==> src/rtl/lcd_msg_pkg.sv <==
// lcd_msg_pkg: state encoding, LCD command bytes, message select and
// character ROM shared by lcd_message_writer and its BCD converter.
package lcd_msg_pkg;

    localparam int BIN_W = 10;

    typedef enum logic [3:0] {
        S_PowerWait,
        S_InitCmd,
        S_Idle,
        S_Convert,
        S_Setup,
        S_Pulse,
        S_Hold,
        S_Ack,
        S_Rearm
    } state_t;

    typedef enum logic [1:0] {
        PH_INIT,
        PH_LINE1,
        PH_LINE2
    } phase_t;

    typedef enum logic [2:0] {
        MSG_CHEAT,
        MSG_SLOW,
        MSG_WAIT,
        MSG_TIME,
        MSG_BEST,
        MSG_NOBEST
    } msg_t;

    localparam logic [7:0] CMD_FUNC  = 8'h38;
    localparam logic [7:0] CMD_DISP  = 8'h0C;
    localparam logic [7:0] CMD_ENTRY = 8'h06;
    localparam logic [7:0] CMD_CLEAR = 8'h01;
    localparam logic [7:0] CMD_LINE2 = 8'hC0;

    localparam logic [127:0] TXT_CHEAT  = "CHEATER!        ";
    localparam logic [127:0] TXT_SLOW   = "TOO SLOW        ";
    localparam logic [127:0] TXT_WAIT   = "WAIT FOR LEDS   ";
    localparam logic [127:0] TXT_TIME   = "TIME: 0000 ms   ";
    localparam logic [127:0] TXT_BEST   = "BEST: 0000 ms   ";
    localparam logic [127:0] TXT_NOBEST = "BEST: ---- ms   ";

    function automatic logic [7:0] init_cmd(logic [1:0] i);
        logic [7:0] c;
        unique case (i)
            2'd0: c = CMD_FUNC;
            2'd1: c = CMD_DISP;
            2'd2: c = CMD_ENTRY;
            2'd3: c = CMD_CLEAR;
        endcase
        return c;
    endfunction

    function automatic msg_t msg_select(logic cheat, logic slow,
                                        logic wait_flag);
        if (cheat)
            return MSG_CHEAT;
        if (slow)
            return MSG_SLOW;
        if (wait_flag)
            return MSG_WAIT;
        return MSG_TIME;
    endfunction

    // Digit columns 6..9 of the time templates come from the BCD value.
    function automatic logic [7:0] msg_char(msg_t m, logic [3:0] pos,
                                            logic [15:0] bcd);
        logic [127:0] t;
        logic [7:0]   c;
        int           p;
        unique case (m)
            MSG_CHEAT:  t = TXT_CHEAT;
            MSG_SLOW:   t = TXT_SLOW;
            MSG_WAIT:   t = TXT_WAIT;
            MSG_BEST:   t = TXT_BEST;
            MSG_NOBEST: t = TXT_NOBEST;
            default:    t = TXT_TIME;
        endcase
        p = 8 * (15 - int'(pos));
        c = t[p +: 8];
        if ((m == MSG_TIME || m == MSG_BEST) &&
            pos >= 4'd6 && pos <= 4'd9)
            c = {4'h3, bcd[4 * (9 - int'(pos)) +: 4]};
        return c;
    endfunction

endpackage

==> src/rtl/lcd_message_writer_bcd.sv <==
// bin2bcd_seq: 10-bit sequential double-dabble, one bit per cycle.
// done is high in the cycle whose closing edge performs the last shift.
module bin2bcd_seq
    import lcd_msg_pkg::*;
(
    input  logic             clk,
    input  logic             rst_n,
    input  logic             start,
    input  logic [BIN_W-1:0] bin,
    output logic             done,
    output logic [15:0]      bcd
);

    logic [BIN_W-1:0] shreg;
    logic [15:0]      adj;
    logic [3:0]       cnt;

    always_comb begin
        adj = bcd;
        for (int i = 0; i < 4; i++)
            if (bcd[4*i +: 4] >= 4'd5)
                adj[4*i +: 4] = bcd[4*i +: 4] + 4'd3;
    end

    always_ff @(posedge clk or negedge rst_n) begin
        if (!rst_n) begin
            shreg <= '0;
            bcd   <= '0;
            cnt   <= '0;
        end else if (start) begin
            shreg <= bin;
            bcd   <= '0;
            cnt   <= 4'(BIN_W);
        end else if (cnt != 4'd0) begin
            bcd   <= {adj[14:0], shreg[BIN_W-1]};
            shreg <= {shreg[BIN_W-2:0], 1'b0};
            cnt   <= cnt - 4'd1;
        end
    end

    assign done = (cnt == 4'd1);

endmodule

==> src/rtl/lcd_message_writer.sv <==
// lcd_message_writer: renders reaction-timer results on an HD44780 LCD.
// Define LCD_BEST_EN to add the best-time line on row 2.
module lcd_message_writer
    import lcd_msg_pkg::*;
#(
    parameter int EN_PULSE_CYC  = 2,
    parameter int CMD_WAIT_CYC  = 2,
    parameter int INIT_WAIT_CYC = 50
) (
    input  logic       Clk,
    input  logic       Rst,
    input  logic       LCDUpdate,
    input  logic       Wait,
    input  logic       Cheat,
    input  logic       Slow,
    input  logic [9:0] ReactionTime,
    output logic       LCDAck,
    output logic       Busy,
    output logic       LCD_RS,
    output logic       LCD_RW,
    output logic       LCD_E,
    output logic [7:0] LCD_Data
);

    state_t      state, next_state;
    phase_t      phase;
    msg_t        msg_q, line2_msg;
    logic [9:0]  time_q, best_new, bcd_bin;
    logic [4:0]  idx;
    logic [15:0] cnt, bcd;
    logic        bcd_start, bcd_done;
    logic        wait_end, pulse_end, hold_end, seq_end, line2_next;
    logic        in_write, wr_rs;
    logic [7:0]  wr_byte;
    logic [3:0]  pos;

    bin2bcd_seq u_bcd (
        .clk   (Clk),
        .rst_n (Rst),
        .start (bcd_start),
        .bin   (bcd_bin),
        .done  (bcd_done),
        .bcd   (bcd)
    );

    // S_InitCmd is the final power-up wait cycle, so it takes one off here.
    assign wait_end  = int'(cnt) >= INIT_WAIT_CYC - 2;
    assign pulse_end = int'(cnt) >= EN_PULSE_CYC - 1;
    assign hold_end  = int'(cnt) >= CMD_WAIT_CYC - 1;
    assign seq_end   = (phase == PH_INIT) ? (idx == 5'd3) : (idx == 5'd16);

`ifdef LCD_BEST_EN
    logic [9:0] best_q;

    always_ff @(posedge Clk or negedge Rst) begin
        if (!Rst)
            best_q <= 10'h3FF;
        else if (state == S_Hold && hold_end && seq_end &&
                 phase == PH_LINE1)
            best_q <= best_new;
    end

    assign best_new   = (msg_q == MSG_TIME && time_q < best_q) ?
                        time_q : best_q;
    assign line2_next = (phase == PH_LINE1);
    assign line2_msg  = (best_q == 10'h3FF) ? MSG_NOBEST : MSG_BEST;
`else
    assign best_new   = time_q;
    assign line2_next = 1'b0;
    assign line2_msg  = MSG_NOBEST;
`endif

    always_comb begin
        next_state = state;
        bcd_start  = 1'b0;
        bcd_bin    = time_q;
        unique case (state)
            S_PowerWait: if (wait_end) next_state = S_InitCmd;
            S_InitCmd:   next_state = S_Setup;
            S_Idle: begin
                if (LCDUpdate) begin
                    next_state = S_Convert;
                    bcd_start  = 1'b1;
                    bcd_bin    = ReactionTime;
                end
            end
            S_Convert:   if (bcd_done) next_state = S_Setup;
            S_Setup:     next_state = S_Pulse;
            S_Pulse:     if (pulse_end) next_state = S_Hold;
            S_Hold: begin
                if (hold_end) begin
                    if (!seq_end)
                        next_state = S_Setup;
                    else if (phase == PH_INIT)
                        next_state = S_Idle;
                    else if (line2_next) begin
                        next_state = S_Convert;
                        bcd_start  = 1'b1;
                        bcd_bin    = best_new;
                    end else
                        next_state = S_Ack;
                end
            end
            S_Ack:       next_state = S_Rearm;
            S_Rearm:     if (!LCDUpdate) next_state = S_Idle;
            default:     next_state = S_PowerWait;
        endcase
    end

    always_ff @(posedge Clk or negedge Rst) begin
        if (!Rst) begin
            state  <= S_PowerWait;
            cnt    <= '0;
            idx    <= '0;
            phase  <= PH_INIT;
            msg_q  <= MSG_TIME;
            time_q <= '0;
        end else begin
            state <= next_state;
            cnt   <= (next_state != state) ? '0 : cnt + 16'd1;
            if (state == S_InitCmd) begin
                phase <= PH_INIT;
                idx   <= '0;
            end
            if (state == S_Idle && LCDUpdate) begin
                phase  <= PH_LINE1;
                idx    <= '0;
                time_q <= ReactionTime;
                msg_q  <= msg_select(Cheat, Slow, Wait);
            end
            if (state == S_Hold && hold_end) begin
                if (!seq_end)
                    idx <= idx + 5'd1;
                else if (line2_next) begin
                    phase <= PH_LINE2;
                    idx   <= '0;
                end
            end
        end
    end

    // Index 0 of each line is its command; 1..16 are the characters.
    assign pos = idx[3:0] - 4'd1;

    always_comb begin
        wr_byte = 8'h00;
        wr_rs   = 1'b0;
        unique case (phase)
            PH_INIT: wr_byte = init_cmd(idx[1:0]);
            PH_LINE1: begin
                if (idx == 5'd0)
                    wr_byte = CMD_CLEAR;
                else begin
                    wr_rs   = 1'b1;
                    wr_byte = msg_char(msg_q, pos, bcd);
                end
            end
            PH_LINE2: begin
                if (idx == 5'd0)
                    wr_byte = CMD_LINE2;
                else begin
                    wr_rs   = 1'b1;
                    wr_byte = msg_char(line2_msg, pos, bcd);
                end
            end
            default: ;
        endcase
    end

    assign in_write = (state == S_Setup) || (state == S_Pulse) ||
                      (state == S_Hold);
    assign LCD_Data = in_write ? wr_byte : 8'h00;
    assign LCD_RS   = in_write & wr_rs;
    assign LCD_E    = (state == S_Pulse);
    assign LCD_RW   = 1'b0;
    assign LCDAck   = (state == S_Ack);
    assign Busy     = (state != S_Idle);

endmodule
==> config.mk <==
export PLATFORM = sky130hd
export DESIGN_NAME = lcd_message_writer
export DESIGN_NICKNAME = d
export VERILOG_FILES = /design/src/rtl/lcd_msg_pkg.sv /design/src/rtl/lcd_message_writer_bcd.sv /design/src/rtl/lcd_message_writer.sv
export SDC_FILE = /design/constraint.sdc
export NUM_CORES = 1
export LEC_CHECK = 0
export CAP_MARGIN = 25
export CORE_ASPECT_RATIO = 2
export CORE_MARGIN = 1.5
export CORE_UTILIZATION = 60
export DETAILED_ROUTE_END_ITERATION = 8
export GPL_TIMING_DRIVEN = 1
export PLACE_DENSITY = 0.91
export RECOVER_POWER = 25
export SYNTH_ARGS = -nofsm -noshare
export SYNTH_HDL_FRONTEND = slang
export SYNTH_HIERARCHICAL = 1
export SYNTH_SLANG_ARGS = --single-unit
==> constraint.sdc <==
create_clock -name Clk -period 10.05 [get_ports Clk]
set_clock_uncertainty 0.2 [all_clocks]
set_input_delay 1.5075 -clock Clk [delete_from_list [all_inputs] [get_ports Clk]]
set_output_delay 1.5075 -clock Clk [all_outputs]
set_load 0.05 [all_outputs]
# Word level (Yosys, flattened, before mapping)
# Index checks and enable logic that the tools add are counted.
# totals
latch_bits,0
rom_bits,0
reg_bits,70
ram_bits,0
n_memories,0
wordCells,129
out_inout_bits,13
input_bits,16
# op_classes
n_bitwise,1
n_reduce_logical,16
muxes,59
magnitude_cmp,8
mul,0
n_eq_ne,23
shift,3
addsub,10
div,0
# op_table
cell,count
$pmux W125 S5,1
$mux W128,4
$shiftx A128 B8 Y8,2
$mux W16,3
$mux W4,11
$mux W10,4
$pmux W4 S9,1
$mux W8,4
$pmux W8 S4,1
$mux W3,9
$pmux W8 S3,1
$ge A4 B3 Y1 const B,5
$mux W5,4
$add A16 B1 Y16 const B,1
$eq A4 B3 Y1 const B,4
$ge A16 B1 Y1 const B,1
$ge A16 B6 Y1 const B,1
$shiftx A16 B7 Y4,1
$mux W1,14
$add A4 B2 Y4 const B,3
$sub A4 B4 Y5 const A,2
$eq A4 B1 Y1 const B,2
$eq A4 B2 Y1 const B,2
$sub A4 B1 Y4 const B,2
24 further kinds,37

# Longest topological paths before layout
# logic_depth
ltp_word,11
depth_mapped,14
ltp_nobuf,12

# Hierarchy
# The synthesis kept the hierarchy.
# by_module_without_submodules
module,cells_each,seq_area_each_um2,n_inst,area_each_um2
lcd_message_writer,386,953.4,1,3253.1
bin2bcd_seq,189,750.7,1,1789.2

# Least setup slack after synthesis
# OpenSTA, ideal clock, no wires.
# synth_timing
path_kind,register -> output
start,register idx[0]
end,output port LCD_Data[6]
path_buffers,2
t_arrival_ns,4.582
path_slack_ns,3.760
required_ns,8.343
path_stages_with_launch,13
cell_sequence,dfrtp_1 buf_6 inv_4 ha_1 xor2_1 inv_1 buf_1 ha_1 ha_1 inv_1 o21ai_0 o211a_1 a2111oi_0
# synth_between
elab_chain_cells,8
elab_cells_between_ends,14
classes_between,add/sub: 2; order compare: 2; shift: 2; mux: 5; reduce/logical: 3
# synth_lines
element,line,source
start: declaration,lcd_message_writer.sv:29,logic [4:0] idx;
start signal: assignment,lcd_message_writer.sv:133,idx <= idx + 5'd1;
branches (longest 6 deep; another with $sub A4 B4 Y5),-,
$pmux W8 S3 *,lcd_message_writer.sv:148,unique case (phase)
$mux W8 *,lcd_message_writer.sv:172,assign LCD_Data = in_write ? wr_byte : 8'h00;
end: declaration,lcd_message_writer.sv:22,output logic [7:0] LCD_Data
# Mark *: on every way between the ends.

# Worst setup path after layout
# layout_timing
start,register idx[1]
end,output port LCD_Data[1]
# The elaborated chain is that of the path after synthesis.

==> impl_results.rst <==
.. list-table::
   :header-rows: 1

   * - Metric
     - Value
   * - Largest family of logic cells by synthesized area
     - simple AND/OR/NAND/NOR gates
   * - Total Die Area
     - 9000 µm²
   * - DRC violations left
     - 0
   * - Clock tree from TritonCTS
     - done
   * - Wire length of the first global-routing pass
     - 20700 µm
   * - Mux contribution to synthesized area
     - 6.35%
   * - Vias after detailed routing
     - 4423
   * - Clock slew at the register clock pins of the worst setup and hold paths
     - 0.05 ns
   * - Area growth syn-to-layout
     - 10.3%
   * - N_diodes
     - 0
   * - Routability-driven placement congestion ratio
     - 1.01
   * - Post-synth EDFFs
     - 0
   * - Synth unique cells
     - 70
   * - Share of final-layout standard cells stronger than drive strength 1
     - 10.4%
   * - Register area share after synthesis
     - 33.8%
   * - Num rows
     - 47
   * - Width of the die
     - 67.8 µm
   * - Filler cells
     - 630
   * - Remaining number of nets flagged by the antenna check after routing
     - 0
   * - Hold Fails Final Rpt
     - 0
   * - Flops & latches, synth
     - 68
   * - Relative slew slack
     - -140%
   * - Netlist Area Pre-Place
     - 5040 µm²
   * - Top Ports
     - 29
   * - Net count of the finished layout
     - 631
   * - Average via count per standard cell
     - 6.44
   * - Primary FF master, synth
     - sky130_fd_sc_hd__dfrtp_1
   * - Power density normalized to cell area
     - 105 nW/µm²
   * - Antenna violations before repair
     - 0
   * - Transition time at the pin with the least slew margin
     - 3.60 ns
   * - Post-Synth Simple-Gate Area
     - 25.5%
   * - Sum of routed wire length over all layers
     - 12200 µm
   * - Count of instances resized after the clock tree is built
     - 0
   * - Clock net sink count
     - 68
   * - VDD IR max
     - 0.133 mV
   * - Startpoint type of the worst setup path
     - register
   * - Crit end category
     - output pin
   * - Violation count after the first detailed-routing iteration
     - 442
   * - Area of the core region
     - 8230 µm²
   * - Max Fclk
     - 163 MHz
   * - Synthesized instance count
     - 575
   * - Post-cts hold buffer count
     - 0
   * - Via count of the first global-routing pass
     - 4379
   * - Leakage power
     - 2.42 nW
   * - Highest fanout seen on the critical path
     - 26
   * - Fraction of registers with async set/reset
     - 100%
   * - Length of the first detailed-routing pass in iterations
     - 5
   * - Average cell area after synthesis
     - 8.77 µm²
   * - Pin count of the biggest net entering global routing
     - 69
   * - Synthesized-area fraction occupied by ao, oa, aoi and oai cells
     - 17.1%
   * - Critical-path cell list
     - inv_1 > ha_1 > inv_1 > ha_1 > nand3b_1 > o21ai_0 > o211a_1 > nor2_1 > nand4_1 > a31oi_1 > clkdlybuf4s50_1
   * - # setup viols final
     - 0
   * - Cell type of the slowest stage on the worst timing path
     - sky130_fd_sc_hd__ha_1
   * - Hold crit path type
     - reg -> reg
   * - Final cycle utilization of the critical path
     - 61.2%
   * - Power Total
     - 0.000586 W
   * - Adder-cell share of the synthesized area
     - 7.69%
   * - Post-CTS Setup Repair Bufs
     - 0
   * - Crit-path max cell delay
     - 0.90 ns
   * - Synthesized-area fraction occupied by xor and xnor cells
     - 3.10%
   * - Total global routing overflow
     - 0
   * - Required time of the critical path
     - 8.34 ns
   * - Height of the chip
     - 133 µm
   * - Deepest level of the CTS H-tree
     - 3
   * - Number of warnings printed during yosys synthesis
     - 6
   * - Result of the run
     - complete, but fails checks
   * - All-layer global routing usage
     - 30.0%
   * - Worst-skew pair later-pin latency
     - 0.33 ns
   * - Longest Clk Path Bufs
     - 2
   * - Violations in the final reports
     - capacitance limit, slew limit
   * - Sum of negative setup slack
     - 0 ns
   * - Crit path time final
     - 6.15 ns
   * - Setup repair after global routing missed its margin
     - no
   * - Critical path type
     - reg -> out
   * - Max_cap viols
     - 1
   * - Critical path arrival
     - 4.44 ns
   * - Number of buffers created by CTS
     - 9
   * - Max Transition Viols Final
     - 69
   * - DR WL/cell
     - 17.8 µm
   * - Initial standard-cell utilization of the core
     - 61.2%
   * - Port bufs
     - 26
   * - Buffer type at the clock tree root
     - sky130_fd_sc_hd__clkbuf_16
   * - Detailed placer's ending HPWL
     - 8480 µm
-- registers in the layout, indices dropped and copies added, names as in the netlist --
register / cells
cnt: 16
u_bcd/bcd: 16
best_new: 10
u_bcd/shreg: 10
idx: 5
state: 4
u_bcd/cnt: 4
msg_q: 2
phase: 1
-- report_power, final --
part / switching [W] / internal, W / leakage (nW)
Sequential: 0 / 0.000274 / 0.841
Combinational: 0.00000853 / 0.00000526 / 1.44
Clock: 0.000113 / 0.000186 / 0.144
-- cells in the final DEF, fill, tap and decap left out, types with 14 or more instances in the layout --
cell type and count:
sky130_fd_sc_hd__ha_1 31, sky130_fd_sc_hd__nor3_1 14, sky130_fd_sc_hd__mux2i_1 17, sky130_fd_sc_hd__nand3_1 17, sky130_fd_sc_hd__a21oi_1 22, sky130_fd_sc_hd__inv_1 33, sky130_fd_sc_hd__clkdlybuf4s50_1 25, sky130_fd_sc_hd__o21ai_0 37
sky130_fd_sc_hd__nand2_1 91, sky130_fd_sc_hd__nor2_1 33, sky130_fd_sc_hd__dfrtp_1 66, sky130_fd_sc_hd__or3_1 15
-- critical path: cells and delay by family, from the launching register on --
kind / cells / cell delay (ns)
AO/OA/AOI/OAI: 3 / 0.72
buffers and inverters: 3 / 1.33
AND/OR/NAND/NOR: 3 / 0.35
adder cells (fa/ha/maj): 2 / 1.19
flip-flops: 1 / 0.48
-- worst paths after layout --
kind                            depth (start not counted)      endpoint  slack, ns         from
worst max-delay path                                   11   LCD_Data[1]       3.90       idx[1]
worst min-delay path                                    2   best_new[7]       0.26  best_new[7]
worst max register to register                          8  u_bcd/bcd[6]       6.71     state[1]
worst min register to register                          2   best_new[7]       0.26  best_new[7]
max in group asynchronous                               2       cnt[15]       5.31          Rst
min in group asynchronous                               2  u_bcd/bcd[1]       2.30          Rst
-- metal layers --
| metal | up-vias | part of all wire, % | wire length, µm | global-route usage, % |
|---|---|---|---|---|
| li1 | 2062 | - | - | - |
| met1 | 2130 | 36 | 4390 | 33.7 |
| met2 | 179 | 53 | 6480 | 49.9 |
| met3 | 52 | 5.0 | 618 | 6.97 |
| met4 | 0 | 6.2 | 760 | 17.3 |
| met5 | - | 0 | 0 | 0 |
-- area by class of cell --
type	instances	area, µm²	area share [%]
clock buffer	12	267	4.79
clock inverter	4	22.5	0.405
inverter	35	134	2.41
multi-input combinational	439	3020	54.4
sequential	68	1700	30.6
tap	98	123	2.20
timing repair buffer	31	289	5.20
-- through the flow --
step / cell area, µm² / utilization (%) / cells / hold WS [ns] / setup WS [ns]
after floorplan: 5050 / - / 576 / 0.239 / 3.76
after global placement: 5280 / 64.1 / 671 / 0.251 / 4.60
after detailed placement: 5280 / 64.1 / 671 / 0.256 / 4.41
after CTS: 5570 / 67.6 / 687 / 0.269 / 4.06
after global routing: 5560 / 67.6 / 687 / 0.299 / 3.68
final: 5560 / 67.6 / 687 / 0.264 / 3.90
-- cell usage after synthesis (4+ instances only) --
| cell | instances | area, µm² |
|---|---|---|
| sky130_fd_sc_hd__nor2_1 | 33 | 124 |
| sky130_fd_sc_hd__a211oi_1 | 4 | 30.0 |
| sky130_fd_sc_hd__clkbuf_1 | 17 | 63.8 |
| sky130_fd_sc_hd__a21oi_1 | 22 | 110 |
| sky130_fd_sc_hd__o211ai_1 | 9 | 67.6 |
| sky130_fd_sc_hd__nand4_1 | 9 | 56.3 |
| sky130_fd_sc_hd__nand2b_1 | 10 | 62.6 |
| sky130_fd_sc_hd__xnor2_1 | 6 | 52.6 |
| sky130_fd_sc_hd__buf_2 | 7 | 35.0 |
| sky130_fd_sc_hd__xor2_1 | 10 | 87.6 |
| sky130_fd_sc_hd__mux4_2 | 6 | 135 |
| sky130_fd_sc_hd__nor2b_1 | 12 | 75.1 |
| sky130_fd_sc_hd__buf_6 | 5 | 56.3 |
| sky130_fd_sc_hd__nand3_1 | 17 | 85.1 |
| sky130_fd_sc_hd__o21ai_0 | 37 | 185 |
| sky130_fd_sc_hd__o21a_1 | 5 | 37.5 |
| sky130_fd_sc_hd__inv_1 | 33 | 124 |
| sky130_fd_sc_hd__nand2_1 | 91 | 342 |
| sky130_fd_sc_hd__and3_1 | 4 | 25.0 |
| sky130_fd_sc_hd__nor3_1 | 14 | 70.1 |
| sky130_fd_sc_hd__dfrtp_1 | 66 | 1650 |
| sky130_fd_sc_hd__or3_1 | 15 | 93.8 |
| sky130_fd_sc_hd__nand3b_1 | 5 | 37.5 |
| sky130_fd_sc_hd__mux2i_1 | 17 | 170 |
| sky130_fd_sc_hd__a31oi_1 | 4 | 25.0 |
| sky130_fd_sc_hd__o2111ai_1 | 6 | 52.6 |
| sky130_fd_sc_hd__nor3_2 | 10 | 100 |
| sky130_fd_sc_hd__o31ai_1 | 5 | 37.5 |
| sky130_fd_sc_hd__ha_1 | 31 | 388 |
| sky130_fd_sc_hd__a2111oi_0 | 4 | 35.0 |
-- logic make-up (layout without fill, tap and decap cells) --
group                      count (synthesis)  after routing
AOI/OAI and AO/OA                        126            126
xor gates and xnor gates                  17             17
adders and majority gates                 31             31
buffers and inverters                     69             82
DFF                                       68             68
muxes                                     24             24
other                                      1              2
and+or+nand+nor                          239            239
Power figures use the tool's default switching activity.
